## config.mk

```make
export PLATFORM = sky130hd
export DESIGN_NAME = program_loader
export DESIGN_NICKNAME = d
export VERILOG_FILES = /design/src/rtl/program_loader.sv
export SDC_FILE = /design/constraint.sdc
export NUM_CORES = 1
export LEC_CHECK = 0
export ABC_CLOCK_PERIOD_IN_PS = 3800
export BUFFER_PORTS_ARGS = -buffer_cell sky130_fd_sc_hd__buf_2
export CORE_UTILIZATION = 61
export DETAILED_ROUTE_END_ITERATION = 12
export PLACE_DENSITY_LB_ADDON = 0.15
export SLEW_MARGIN = 20
export SYNTH_ARGS = -nofsm -noshare
export SYNTH_HDL_FRONTEND = slang
export SYNTH_SLANG_ARGS = --single-unit
```

## constraint.sdc

```tcl
create_clock -name clk -period 3.8 [get_ports clk]
set_clock_uncertainty 0.2 [all_clocks]
set_input_delay 0.19 -clock clk [delete_from_list [all_inputs] [get_ports clk]]
set_output_delay 0.19 -clock clk [all_outputs]
set_load 0.01 [all_outputs]
```

## src/rtl/program_loader.sv

```systemverilog
// ============================================================================
// Module     : program_loader
// Description: Framed byte-stream boot loader. It writes the image big-endian
//              into imem and holds the CPU in reset until the load completes.
//              Optional checksum byte: define PROGRAM_LOADER_CHECKSUM_EN.
// Revision   : 1.0 - initial release
// ============================================================================
`default_nettype none

module program_loader #(
  parameter int ADDR_WIDTH = 10,
  parameter int MAX_WORDS  = 256,
  parameter int BASE_ADDR  = 0
) (
  input  logic                  clk,
  input  logic                  reset,
  input  logic                  in_valid,
  input  logic [7:0]            in_data,
  output logic                  in_ready,
  input  logic                  reload,
  output logic                  imem_we,
  output logic [ADDR_WIDTH-1:0] imem_addr,
  output logic [7:0]            imem_wdata,
  output logic                  cpu_reset,
  output logic                  load_done,
  output logic                  load_error,
  output logic [15:0]           word_count
);

  localparam logic [16:0]           C_MAX_WORDS = 17'(MAX_WORDS);
  localparam logic [ADDR_WIDTH-1:0] C_BASE      = ADDR_WIDTH'(BASE_ADDR);

  typedef enum logic [2:0] {
    S_LEN_HI = 3'd0,
    S_LEN_LO = 3'd1,
    S_DATA   = 3'd2,
    S_CHK    = 3'd3,
    S_DONE   = 3'd4,
    S_ERROR  = 3'd5
  } state_t;

  state_t                state_q, state_d;
  logic [17:0]           cnt_q, cnt_d;
  logic [15:0]           wc_q, wc_d;
  logic                  we_q, we_d;
  logic [ADDR_WIDTH-1:0] addr_q, addr_d;
  logic [7:0]            wdata_q, wdata_d;
  logic                  cpu_reset_q;
  logic                  done_q;
  logic                  error_q;
  logic                  w_accept;
  logic [15:0]           w_len;
  state_t                w_end_state;
`ifdef PROGRAM_LOADER_CHECKSUM_EN
  logic [7:0]            chk_q, chk_d;
`endif

  assign in_ready = (state_q == S_LEN_HI) || (state_q == S_LEN_LO) ||
                    (state_q == S_DATA)   || (state_q == S_CHK);
  assign w_accept = in_valid && in_ready;
  assign w_len    = {wc_q[15:8], in_data};

`ifdef PROGRAM_LOADER_CHECKSUM_EN
  assign w_end_state = S_CHK;
`else
  assign w_end_state = S_DONE;
`endif

  always_comb begin
    state_d = state_q;
    cnt_d   = cnt_q;
    wc_d    = wc_q;
    we_d    = 1'b0;
    addr_d  = addr_q;
    wdata_d = wdata_q;
`ifdef PROGRAM_LOADER_CHECKSUM_EN
    chk_d   = chk_q;
`endif
    case (state_q)
      S_LEN_HI: begin
        if (w_accept) begin
          wc_d    = {in_data, 8'h00};
          state_d = S_LEN_LO;
`ifdef PROGRAM_LOADER_CHECKSUM_EN
          chk_d   = in_data;
`endif
        end
      end
      S_LEN_LO: begin
        if (w_accept) begin
          wc_d = w_len;
`ifdef PROGRAM_LOADER_CHECKSUM_EN
          chk_d = chk_q ^ in_data;
`endif
          if ({1'b0, w_len} > C_MAX_WORDS) begin
            state_d = S_ERROR;
          end else if (w_len == 16'd0) begin
            state_d = w_end_state;
          end else begin
            state_d = S_DATA;
          end
        end
      end
      S_DATA: begin
        if (w_accept) begin
          we_d    = 1'b1;
          addr_d  = C_BASE + cnt_q[ADDR_WIDTH-1:0];
          wdata_d = in_data;
          cnt_d   = cnt_q + 18'd1;
`ifdef PROGRAM_LOADER_CHECKSUM_EN
          chk_d   = chk_q ^ in_data;
`endif
          // Last byte when the incremented count reaches 4*N.
          if ((cnt_q + 18'd1) == {wc_q, 2'b00}) begin
            state_d = w_end_state;
          end
        end
      end
`ifdef PROGRAM_LOADER_CHECKSUM_EN
      S_CHK: begin
        if (w_accept) begin
          state_d = (in_data == chk_q) ? S_DONE : S_ERROR;
        end
      end
`endif
      S_DONE, S_ERROR: begin
        if (reload) begin
          state_d = S_LEN_HI;
          cnt_d   = 18'd0;
        end
      end
      default: state_d = S_LEN_HI;
    endcase
  end

  always_ff @(posedge clk) begin
    if (!reset) begin
      state_q     <= S_LEN_HI;
      cnt_q       <= 18'd0;
      wc_q        <= 16'd0;
      we_q        <= 1'b0;
      addr_q      <= '0;
      wdata_q     <= 8'h00;
      cpu_reset_q <= 1'b1;
      done_q      <= 1'b0;
      error_q     <= 1'b0;
`ifdef PROGRAM_LOADER_CHECKSUM_EN
      chk_q       <= 8'h00;
`endif
    end else begin
      state_q     <= state_d;
      cnt_q       <= cnt_d;
      wc_q        <= wc_d;
      we_q        <= we_d;
      addr_q      <= addr_d;
      wdata_q     <= wdata_d;
      // Release lags DONE entry by a cycle so the final write lands first.
      cpu_reset_q <= (state_q != S_DONE);
      done_q      <= (state_d == S_DONE);
      error_q     <= (state_d == S_ERROR);
`ifdef PROGRAM_LOADER_CHECKSUM_EN
      chk_q       <= chk_d;
`endif
    end
  end

  assign imem_we    = we_q;
  assign imem_addr  = addr_q;
  assign imem_wdata = wdata_q;
  assign cpu_reset  = cpu_reset_q;
  assign load_done  = done_q;
  assign load_error = error_q;
  assign word_count = wc_q;

endmodule

`default_nettype wire
```

==> results by group, run 1 <==
Min path
  – Hold depth: 3
  – Min-Delay Path Class: input port to flop
  – Worst hold start: in_valid

Power and ir drop
  – Sw power: slightly below 0.4 mW
  – Sw Share: 0.285
  – Clk pwr share: 0.388
  – Peak supply drop: 0.298 mV
  – Power Internal: just under 1 mW
  – Static Leak: approximately 1.4 nW
  – Seq pwr share: 0.486
  – Pwr/cell area: ~370 nW/µm²
  – Gate power share: 0.126

Timing
  – Final hold violations: 0
  – Worst-margin pin slew: between 0.9 and 1 ns
  – Period utilisation layout: 0.705
  – Max-slew violation count: 0
  – Unrepaired setup endpoints after global routing: false
  – Post-route setup TNS: 0 ns
  – Fin Hold WS: 0.0599 ns
  – Final setup fails: 0
  – Fmax: 0.373 GHz
  – Slew margin rel.: 0.365
  – Minimum clock period: between 2 and 3 ns

Drt
  – Antenna viol nets, final: 0
  – # DRC: 0
  – DRT Wirelength: around 8100 µm
  – Vias per inst: 5.90
  – WL per Instance: 16.0 µm
  – Drt initial violations: around 230
  – DRT Pass-1 Iters: 4
  – Vias post-DR: 2977

CTS
  – H-tree depth: 3
  – Worst skew pair latency: around 0.35 ns
  – CTS tree: done
  – # clock sinks: just under 60
  – CTS Buf Count: 9
  – Reg clk slew, reported paths: approximately 0.07 ns
  – Clock Tree Buf Depth: 2
  – PostCTS Resize Cnt: 0
  – Root buf cell: clkbuf_8

Floorplan
  – I/O pins: 51
  – Die area: between 5000 and 6000 µm²
  – Die Span Y: between 70 and 80 µm
  – Row count: 25
  – Die W: around 74 µm
  – Initial core utilization: 0.651
  – Core area: 4880 µm²

Synthesis
  – Synth Area in Adders: 0.00394
  – Main combinational cell family by area after synthesis: simple AND/OR/NAND/NOR gates
  – Post-synth net total: 398
  – Post-Synthesis Mean Instance Area: between 8 and 9 µm²
  – Synth warn: 0
  – Synth Area in Simple Gates: 0.301
  – Mux contribution to synthesized area: 0.00945
  – Synth Area in XOR/XNOR: 0.0622
  – Synth Instances: 385
  – Synthesized area: ~3200 µm²
  – #FFs+latches synth: 59
  – Number of library cell types mapped by synthesis: 54
  – Sequential area share after synthesis: 0.372
  – Post-synth EDFFs: 0
  – Post-synth ARST share: 0
  – Top_reg_cell synth: dfxtp_1
  – Compound-gate portion of the synthesized area: 0.202

Worst setup path
  – Data arrival time of the critical path: about 2.7 ns
  – Reg2Reg Depth: 7
  – Worst path required time: ~3.8 ns
  – Origin of the critical flop-to-flop path: cnt_q[0]
  – Worst setup EP type: flop
  – Critical Path Start Type: flop
  – Critical Path Start: cnt_q[0]
  – Critical path class: flop to flop
  – Crit path max fanout: 7

Finish
  – Area Overhead vs Synth: 15.9%
  – Nets: approximately 450
  – Layout cells sized above 1: 0.192
  – Final Instance Area: 3680 µm²
  – Antenna Cells: 0

Global routing
  – Largest net degree at the start of global routing: a little under 50
  – Number of global-route vias before repair: between 2000 and 3000
  – Initial antenna violation count: 0
  – Total track usage: 0.314
  – First-pass GRT wire length: roughly 13000 µm
  – Remaining Overflow, GRT: 0

Status
  – Status: complete, no violations

Placed design
  – Post-DP HPWL: 5470 µm
  – Port-buffer cells: 50
  – Final RePlAce weighted congestion: approximately 0.97
  – Placed instance area: roughly 3400 µm²

Run
  – Max-cap viol count: 0
==> what timing repair did <==
item                      4_1_cts  5_1_grt
setup buffers                   0        0
hold buffers                    8        0
hold endpoints to repair       22        0
==> cells by family (layout without fill, tap and decap cells) <==
group           Yosys count  after routing
fa+ha+maj                 1              1
xor+xnor                 21             21
simple gates            177            177
compound gates           93             93
mux                       3              3
buf+inv                  31             84
flops                    59             59
==> cell usage in the layout (no fill, tap or decap), types with 8 or more instances in the layout <==
cell | netlist | routed
nand2_1 | 93 | 93
dfxtp_1 | 59 | 59
buf_2 | 3 | 50
a21boi_0 | 38 | 38
o21ai_0 | 20 | 20
nand3_1 | 18 | 18
xnor2_1 | 16 | 16
nor2_1 | 13 | 13
clkbuf_8 | 0 | 11
inv_1 | 8 | 8
dlygate4sd3_1 | 0 | 8
==> worst paths after layout <==
check	slack, ns	end
worst max-delay path	1.12	state_q[1]
worst min register to register	0.26	imem_addr[7]
worst max register to register	1.12	state_q[1]
worst min-delay path	0.06	state_q[1]
==> worst max-delay path, cell delays in order, from the launching register on <==
cell      delay (ns)
dfxtp_1         0.48
ha_1            0.36
nand3_4         0.15
nor3_2          0.36
o211ai_1        0.16
a311oi_1        0.37
nand4_1         0.14
o311a_1         0.34
==> power groups by stage <==
stage | combinational (mW) | clock (mW) | sequential (mW)
floorplan | 0.108 | 0 | 0.678
global placement | 0.160 | 0 | 0.681
detailed placement | 0.163 | 0 | 0.682
CTS | 0.171 | 0.535 | 0.668
global route | 0.190 | 0.564 | 0.672
finish | 0.173 | 0.534 | 0.669
==> cells in the mapped netlist (2+ instances only) <==
library cell,number,area (µm²)
nand3_1,18,90.1
dfxtp_1,59,1180
or3_1,2,12.5
nor2b_1,7,43.8
nor4_4,2,42.5
buf_2,3,15.0
mux2i_1,3,30.0
o31ai_1,3,22.5
nor4_1,5,31.3
a32oi_1,2,17.5
buf_4,3,22.5
inv_1,8,30.0
nand4_4,3,63.8
nand2b_1,3,18.8
nor2_1,13,48.8
xnor2_1,16,140
xor2_1,4,35.0
o21ai_1,2,10.0
a21o_1,3,22.5
a31oi_1,2,12.5
buf_6,3,33.8
nand2_1,93,349
clkbuf_1,13,48.8
a21oi_1,7,35.0
a21boi_0,38,285
nand4_1,6,37.5
nor3_1,7,35.0
nor4_2,2,25.0
o211ai_1,3,22.5
o21ai_0,20,100
a211oi_1,2,15.0
o311a_1,3,30.0
nor3_2,2,20.0
and2_1,4,25.0
nand3_4,2,35.0
==> sequential cells by signal, indices dropped and copies added, names as in the netlist <==
signal / flops
imem_wdata: 8
cpu_reset: 1
cnt_q: 18
state_q: 3
load_error: 1
load_done: 1
imem_addr: 10
word_count: 16
imem_we: 1
==> layout make-up <==
type | instances | area (µm²)
clock inverters | 5 | 36.3
well taps | 67 | 83.8
repair buffers | 60 | 345
flip-flops and latches | 59 | 1180
inverters | 8 | 30.0
clock buffers | 11 | 151
multi-input cells | 295 | 1850
fillers | 378 | 1200
==> per-layer routing <==
layer	vias up	global-route usage	wire length [µm]	part of all wire
li1	1450	-	-	-
met1	1395	0.413	3660	0.45
met2	110	0.509	3780	0.47
met3	22	0.0691	436	0.054
met4	0	0.107	197	0.024
met5	-	0	0	0
==> through the flow <==
stage	worst slack (ns)	power [mW]	instances	util
global placement	1.26	0.841	481	0.700
detailed placement	1.18	0.845	481	0.700
floorplan	1.49	0.786	385	-
global route	0.976	1.43	505	0.755
CTS	1.14	1.37	505	0.755
finish	1.12	1.38	505	0.755
Note: power is estimated with default switching activity, not from simulation.
==> run 2, diff against run 1 <==
--- a/config.mk
+++ b/config.mk
@@ -5,9 +5,9 @@
 export SDC_FILE = /design/constraint.sdc
 export NUM_CORES = 1
 export LEC_CHECK = 0
-export ABC_CLOCK_PERIOD_IN_PS = 3800
+export ABC_CLOCK_PERIOD_IN_PS = 2500
 export BUFFER_PORTS_ARGS = -buffer_cell sky130_fd_sc_hd__buf_2
-export CORE_UTILIZATION = 61
+export CORE_UTILIZATION = 56
 export DETAILED_ROUTE_END_ITERATION = 12
 export PLACE_DENSITY_LB_ADDON = 0.15
 export SLEW_MARGIN = 20
==> constraint.sdc (replaced) <==
create_clock -name clk -period 2.5 [get_ports clk]
set_clock_uncertainty 0.2 [all_clocks]
set_input_delay 0.125 -clock clk [delete_from_list [all_inputs] [get_ports clk]]
set_output_delay 0.125 -clock clk [all_outputs]
set_load 0.01 [all_outputs]
==> results by group, run 2 (same netlist as run 1, synthesis figures left out) <==
Timing
  – Minimum clock period: 2.34 ns
  – Period utilisation layout: 0.937
  – Fin worst setup slack: around 0.16 ns
  – Slew margin rel.: 0.673
  – Max-slew violation count: 0
  – Unrepaired setup endpoints after global routing: false
  – Final setup fails: 0
  – Worst-margin pin slew: roughly 0.49 ns
  – Final hold violations: 0
  – Fin Hold WS: between 0.03 and 0.04 ns
  – Fmax: around 0.43 GHz
  – Post-route setup TNS: 0 ns

Drt
  – DRT Pass-1 Iters: 4
  – DRT Wirelength: roughly 8100 µm
  – # DRC: 0
  – Antenna viol nets, final: 0
  – Vias per inst: between 5 and 6
  – Drt initial violations: around 350
  – WL per Instance: 15.4 µm
  – Vias post-DR: 3039

Power and ir drop
  – Static Leak: roughly 1.5 nW
  – Pwr/cell area: roughly 610 nW/µm²
  – Peak supply drop: between 0.4 and 0.5 mV
  – Total power: ~2.4 mW

Floorplan
  – Die Span Y: roughly 77 µm
  – Die area: about 6000 µm²
  – Die W: 77.3 µm
  – Row count: 27
  – I/O pins: 51
  – Core area: between 5000 and 6000 µm²
  – Initial core utilization: 0.581

CTS
  – H-tree depth: 3
  – Root buf cell: clkbuf_8
  – CTS tree: done
  – Clock Tree Buf Depth: 2
  – Postcts setup bufs: 0
  – Reg clk slew, reported paths: ~0.070 ns
  – # clock sinks: around 60
  – CTS Buf Count: 9
  – Worst skew pair latency: 0.35 ns

Worst setup path
  – Cell breakdown of the critical path: ha_2, nand3_4, nor3_2, o211ai_1, a311oi_2, nand4_1, o311a_1
  – Slowest Stage Delay on Critical Path: about 0.35 ns
  – Worst setup EP type: flop
  – CP delay by family, top: compound AO/OA/AOI/OAI gates
  – Critical path's slowest cell: o311a_1
  – Data arrival time of the critical path: around 2.4 ns
  – Critical path class: flop to flop
  – Crit path max fanout: 5
  – Worst path required time: between 2 and 3 ns
  – Buffers & Inverters on Critical Path: 0
  – Critical Path Start Type: flop

Finish
  – Nets: 463
  – Layout cells sized above 1: 0.226
  – Commonest non-fill, non-tap cell in the layout: nand2_1
  – Antenna Cells: 0
  – Largest register FFs: 18
  – Biggest register: cnt_q
  – Finished Layout Cells: 527
  – Fillers: 462
  – Commonest cells after routing, fill and taps aside: nand2_1 (93), dfxtp_1 (58), buf_2 (50), a21boi_0 (38), o21ai_0 (20)
  – Area Overhead vs Synth: 22.4%

Global routing
  – Number of global-route vias before repair: about 2900
  – Remaining Overflow, GRT: 0
  – First-pass GRT wire length: 13700 µm
  – Total track usage: 0.294
  – Initial antenna violation count: 0
  – Largest net degree at the start of global routing: 32

Placed design
  – Post-Place Worst Slack: just over 0.06 ns
  – Port-buffer cells: 50
  – Post-DP HPWL: 5760 µm
  – Placed Cells incl. Taps: between 500 and 600
  – Final RePlAce weighted congestion: about 0.97

Run
  – Max-cap viol count: 0

Min path
  – Min-Delay Path Class: input port to flop

Status
  – Status: complete, no violations
-- run 2: cell types whose count changed in the layout (fill, tap and decap cells not counted) --
cell / before / now
a311oi_1: 1 / 0
ha_1: 1 / 0
ha_2: 0 / 1
bufinv_16: 0 / 3
clkinvlp_4: 3 / 1
dfxtp_1: 59 / 58
a311oi_2: 0 / 1
dlygate4sd3_1: 8 / 9
dfxtp_2: 0 / 1
clkbuf_8: 11 / 10
buf_4: 2 / 18
-- run 2: layout make-up --
class / count / area (µm²) / area share
Clock buffer: 10 / 138 / 0.0354
Timing Repair Buffer: 77 / 475 / 0.122
Clock inverter: 6 / 111 / 0.0286
Tap cell: 72 / 90.1 / 0.0232
Multi-Input combinational cell: 295 / 1860 / 0.479
Inverter: 8 / 30.0 / 0.00772
Sequential cell: 59 / 1180 / 0.304
-- run 2: per-stage QoR --
step                       util  instance area [µm²]
after floorplan               -                 3180
after global placement    0.647                 3540
after detailed placement  0.647                 3540
after CTS                 0.709                 3880
after global routing      0.711                 3890
final                     0.711                 3890
-- run 2: path summary, 6_finish.rpt --
check | cells past startpoint | endpoint | start | slack, ns
max reg2reg | 7 | state_q[1] | cnt_q[0] | 0.16
min reg2reg | 2 | imem_addr[4] | imem_addr[4] | 0.26
min | 2 | cpu_reset | reset | 0.03
max | 7 | state_q[1] | cnt_q[0] | 0.16
-- run 2: per-layer routing --
| layer | wire length (µm) | track usage |
|---|---|---|
| met4 | 236 | 0.143 |
| met5 | 0 | 0 |
| met1 | 3580 | 0.380 |
| met2 | 3920 | 0.474 |
| met3 | 364 | 0.0494 |
-- run 2: timing repair --
action                     CTS  global route
hold endpoints to repair    25             0
resized for setup            0             3
setup endpoints to repair    0             3
hold buffers                 9             0
-- run 2: report_power, final --
group	total, mW	switching (mW)	internal [mW]
sequential	1.01	0.0398	0.969
clock	1.09	0.401	0.691
combinational	0.287	0.161	0.126
==> run 3, diff against run 2 <==
--- a/config.mk
+++ b/config.mk
@@ -5,10 +5,11 @@
 export SDC_FILE = /design/constraint.sdc
 export NUM_CORES = 1
 export LEC_CHECK = 0
-export ABC_CLOCK_PERIOD_IN_PS = 2500
+export ABC_CLOCK_PERIOD_IN_PS = 2100
 export BUFFER_PORTS_ARGS = -buffer_cell sky130_fd_sc_hd__buf_2
-export CORE_UTILIZATION = 56
+export CORE_UTILIZATION = 51
 export DETAILED_ROUTE_END_ITERATION = 12
+export GPL_ROUTABILITY_DRIVEN = 0
 export PLACE_DENSITY_LB_ADDON = 0.15
 export SLEW_MARGIN = 20
 export SYNTH_ARGS = -nofsm -noshare
==> constraint.sdc (replaced) <==
create_clock -name clk -period 2.1 [get_ports clk]
set_clock_uncertainty 0.2 [all_clocks]
set_input_delay 0.105 -clock clk [delete_from_list [all_inputs] [get_ports clk]]
set_output_delay 0.105 -clock clk [all_outputs]
set_load 0.01 [all_outputs]
==> results by group, run 3 (same netlist as run 1, synthesis figures left out) <==
Power and ir drop
  – Pwr/cell area: 635 nW/µm²
  – Peak supply drop: a little under 0.5 mV
  – Static Leak: around 1.7 nW

Global routing
  – First-pass GRT wire length: 14400 µm
  – Number of global-route vias before repair: between 3000 and 4000
  – Initial antenna violation count: 0
  – Largest net degree at the start of global routing: 47
  – Total track usage: 0.292
  – Remaining Overflow, GRT: 0

Status
  – Status: finished, violations left
  – Violated checks: negative setup slack

Placed design
  – Placed Cells incl. Taps: between 500 and 600
  – Port-buffer cells: 50
  – Post-DP HPWL: 6250 µm

Worst setup path
  – Reg2Reg Depth: 7
  – Crit path max fanout: 4
  – Critical path class: flop to flop
  – FF-to-FF setup slack: -0.15 ns
  – Worst path required time: around 2.1 ns
  – Data arrival time of the critical path: between 2 and 2.5 ns
  – Critical Path Start Type: flop
  – Worst setup EP type: flop

Drt
  – WL per Instance: 15.9 µm
  – Antenna viol nets, final: 0
  – Vias post-DR: roughly 3200
  – # DRC: 0
  – Drt initial violations: around 320
  – DRT Pass-1 Iters: 5
  – Vias per inst: between 5 and 6
  – DRT Wirelength: just under 9000 µm

CTS
  – Root buf cell: clkbuf_8
  – # clock sinks: between 50 and 60
  – Reg clk slew, reported paths: around 0.070 ns
  – Worst skew pair latency: between 0.3 and 0.4 ns
  – CTS Buf Count: 9
  – Clock Tree Buf Depth: 2
  – H-tree depth: 3
  – CTS tree: done

Timing
  – Slew margin rel.: 0.695
  – Final setup fails: 3
  – Fin Hold WS: about 0.049 ns
  – Final hold violations: 0
  – Period utilisation layout: 1.07
  – Max-slew violation count: 0
  – Unrepaired setup endpoints after global routing: true
  – Fin worst setup slack: -0.153 ns
  – Minimum clock period: roughly 2.3 ns
  – Worst-margin pin slew: around 0.46 ns
  – Fmax: ~0.44 GHz

Finish
  – Largest register FFs: 18
  – Commonest cells after routing, fill and taps aside: nand2_1 (93), buf_2 (50), dfxtp_1 (47), buf_4 (44), a21boi_0 (37)
  – Area Overhead vs Synth: 31.9%
  – Antenna Cells: 0
  – Layout cells sized above 1: 0.316
  – Biggest register: cnt_q
  – Commonest non-fill, non-tap cell in the layout: nand2_1
  – Finished Layout Cells: approximately 560
  – Nets: ~490

Min path
  – Hold depth: 4
  – Min-Delay Path Class: input port to flop

Floorplan
  – Core area: 5960 µm²
  – Die W: 80.9 µm
  – Initial core utilization: 0.534
  – Row count: 28
  – Die area: ~6600 µm²
  – I/O pins: just over 50
  – Die Span Y: 80.9 µm

Run
  – Max-cap viol count: 0
run 3: cell types whose count changed in the layout (fill, tap and decap cells not counted), sizes merged:
cell | previous run | this run
buf | 68 | 98
bufinv | 3 | 1
clkbuf | 10 | 11
clkinvlp | 1 | 2
inv | 9 | 8
run 3: per-stage QoR:
step	power [mW]	setup TNS (ns)	util	setup slack (ns)	instance area (µm²)
floorplan	1.43	0	-	0.00233	3200
finish	2.66	-0.171	0.704	-0.153	4190
CTS	2.65	-0.0440	0.696	-0.0440	4150
global route	2.76	-0.435	0.704	-0.177	4190
global placement	1.57	-0.116	0.633	-0.0912	3770
detailed placement	1.57	-0.233	0.633	-0.112	3770
run 3: final timing paths:
| kind | start | endpoint |
|---|---|---|
| worst max-delay path | cnt_q[11] | state_q[1] |
| worst min-delay path | reload | state_q[0] |
| worst max register to register | cnt_q[11] | state_q[1] |
| worst min register to register | imem_addr[6] | imem_addr[6] |
run 3: layer usage:
layer  vias up  part of all wire  GRT usage
li1       1543                 -          -
met1      1503              0.44      0.377
met2       138              0.46      0.471
met3        33             0.071     0.0596
met4         0             0.029      0.125
met5         -                 0          0
run 3: final cells by class:
type,count,area (µm²)
Clock buffer,11,151
Clock inverter,4,50.0
Fill cell,482,1760
Inverter,8,30.0
Multi-Input combinational cell,295,1940
Sequential cell,59,1200
Tap cell,75,93.8
Timing Repair Buffer,107,724
run 3: critical path, cell delays in order (launching register included):
cell and delay (ns):
dfxtp_4 0.36, buf_4 0.12, nand4_4 0.15, nor4_4 0.37, xnor2_1 0.19, a21oi_1 0.25
nand4_1 0.15, o311a_1 0.34
run 3: what timing repair did:
item | in CTS | in global routing
setup endpoints to repair | 4 | 14
pin swaps | 9 | 4
buffers inserted | 3 | 2
hold endpoints to repair | 25 | 0
hold buffers | 9 | 0
gates resized for setup | 19 | 8
run 3: power breakdown:
part | internal, mW | switching (mW)
combinational | 0.176 | 0.226
sequential | 1.15 | 0.0399
clock | 0.604 | 0.464
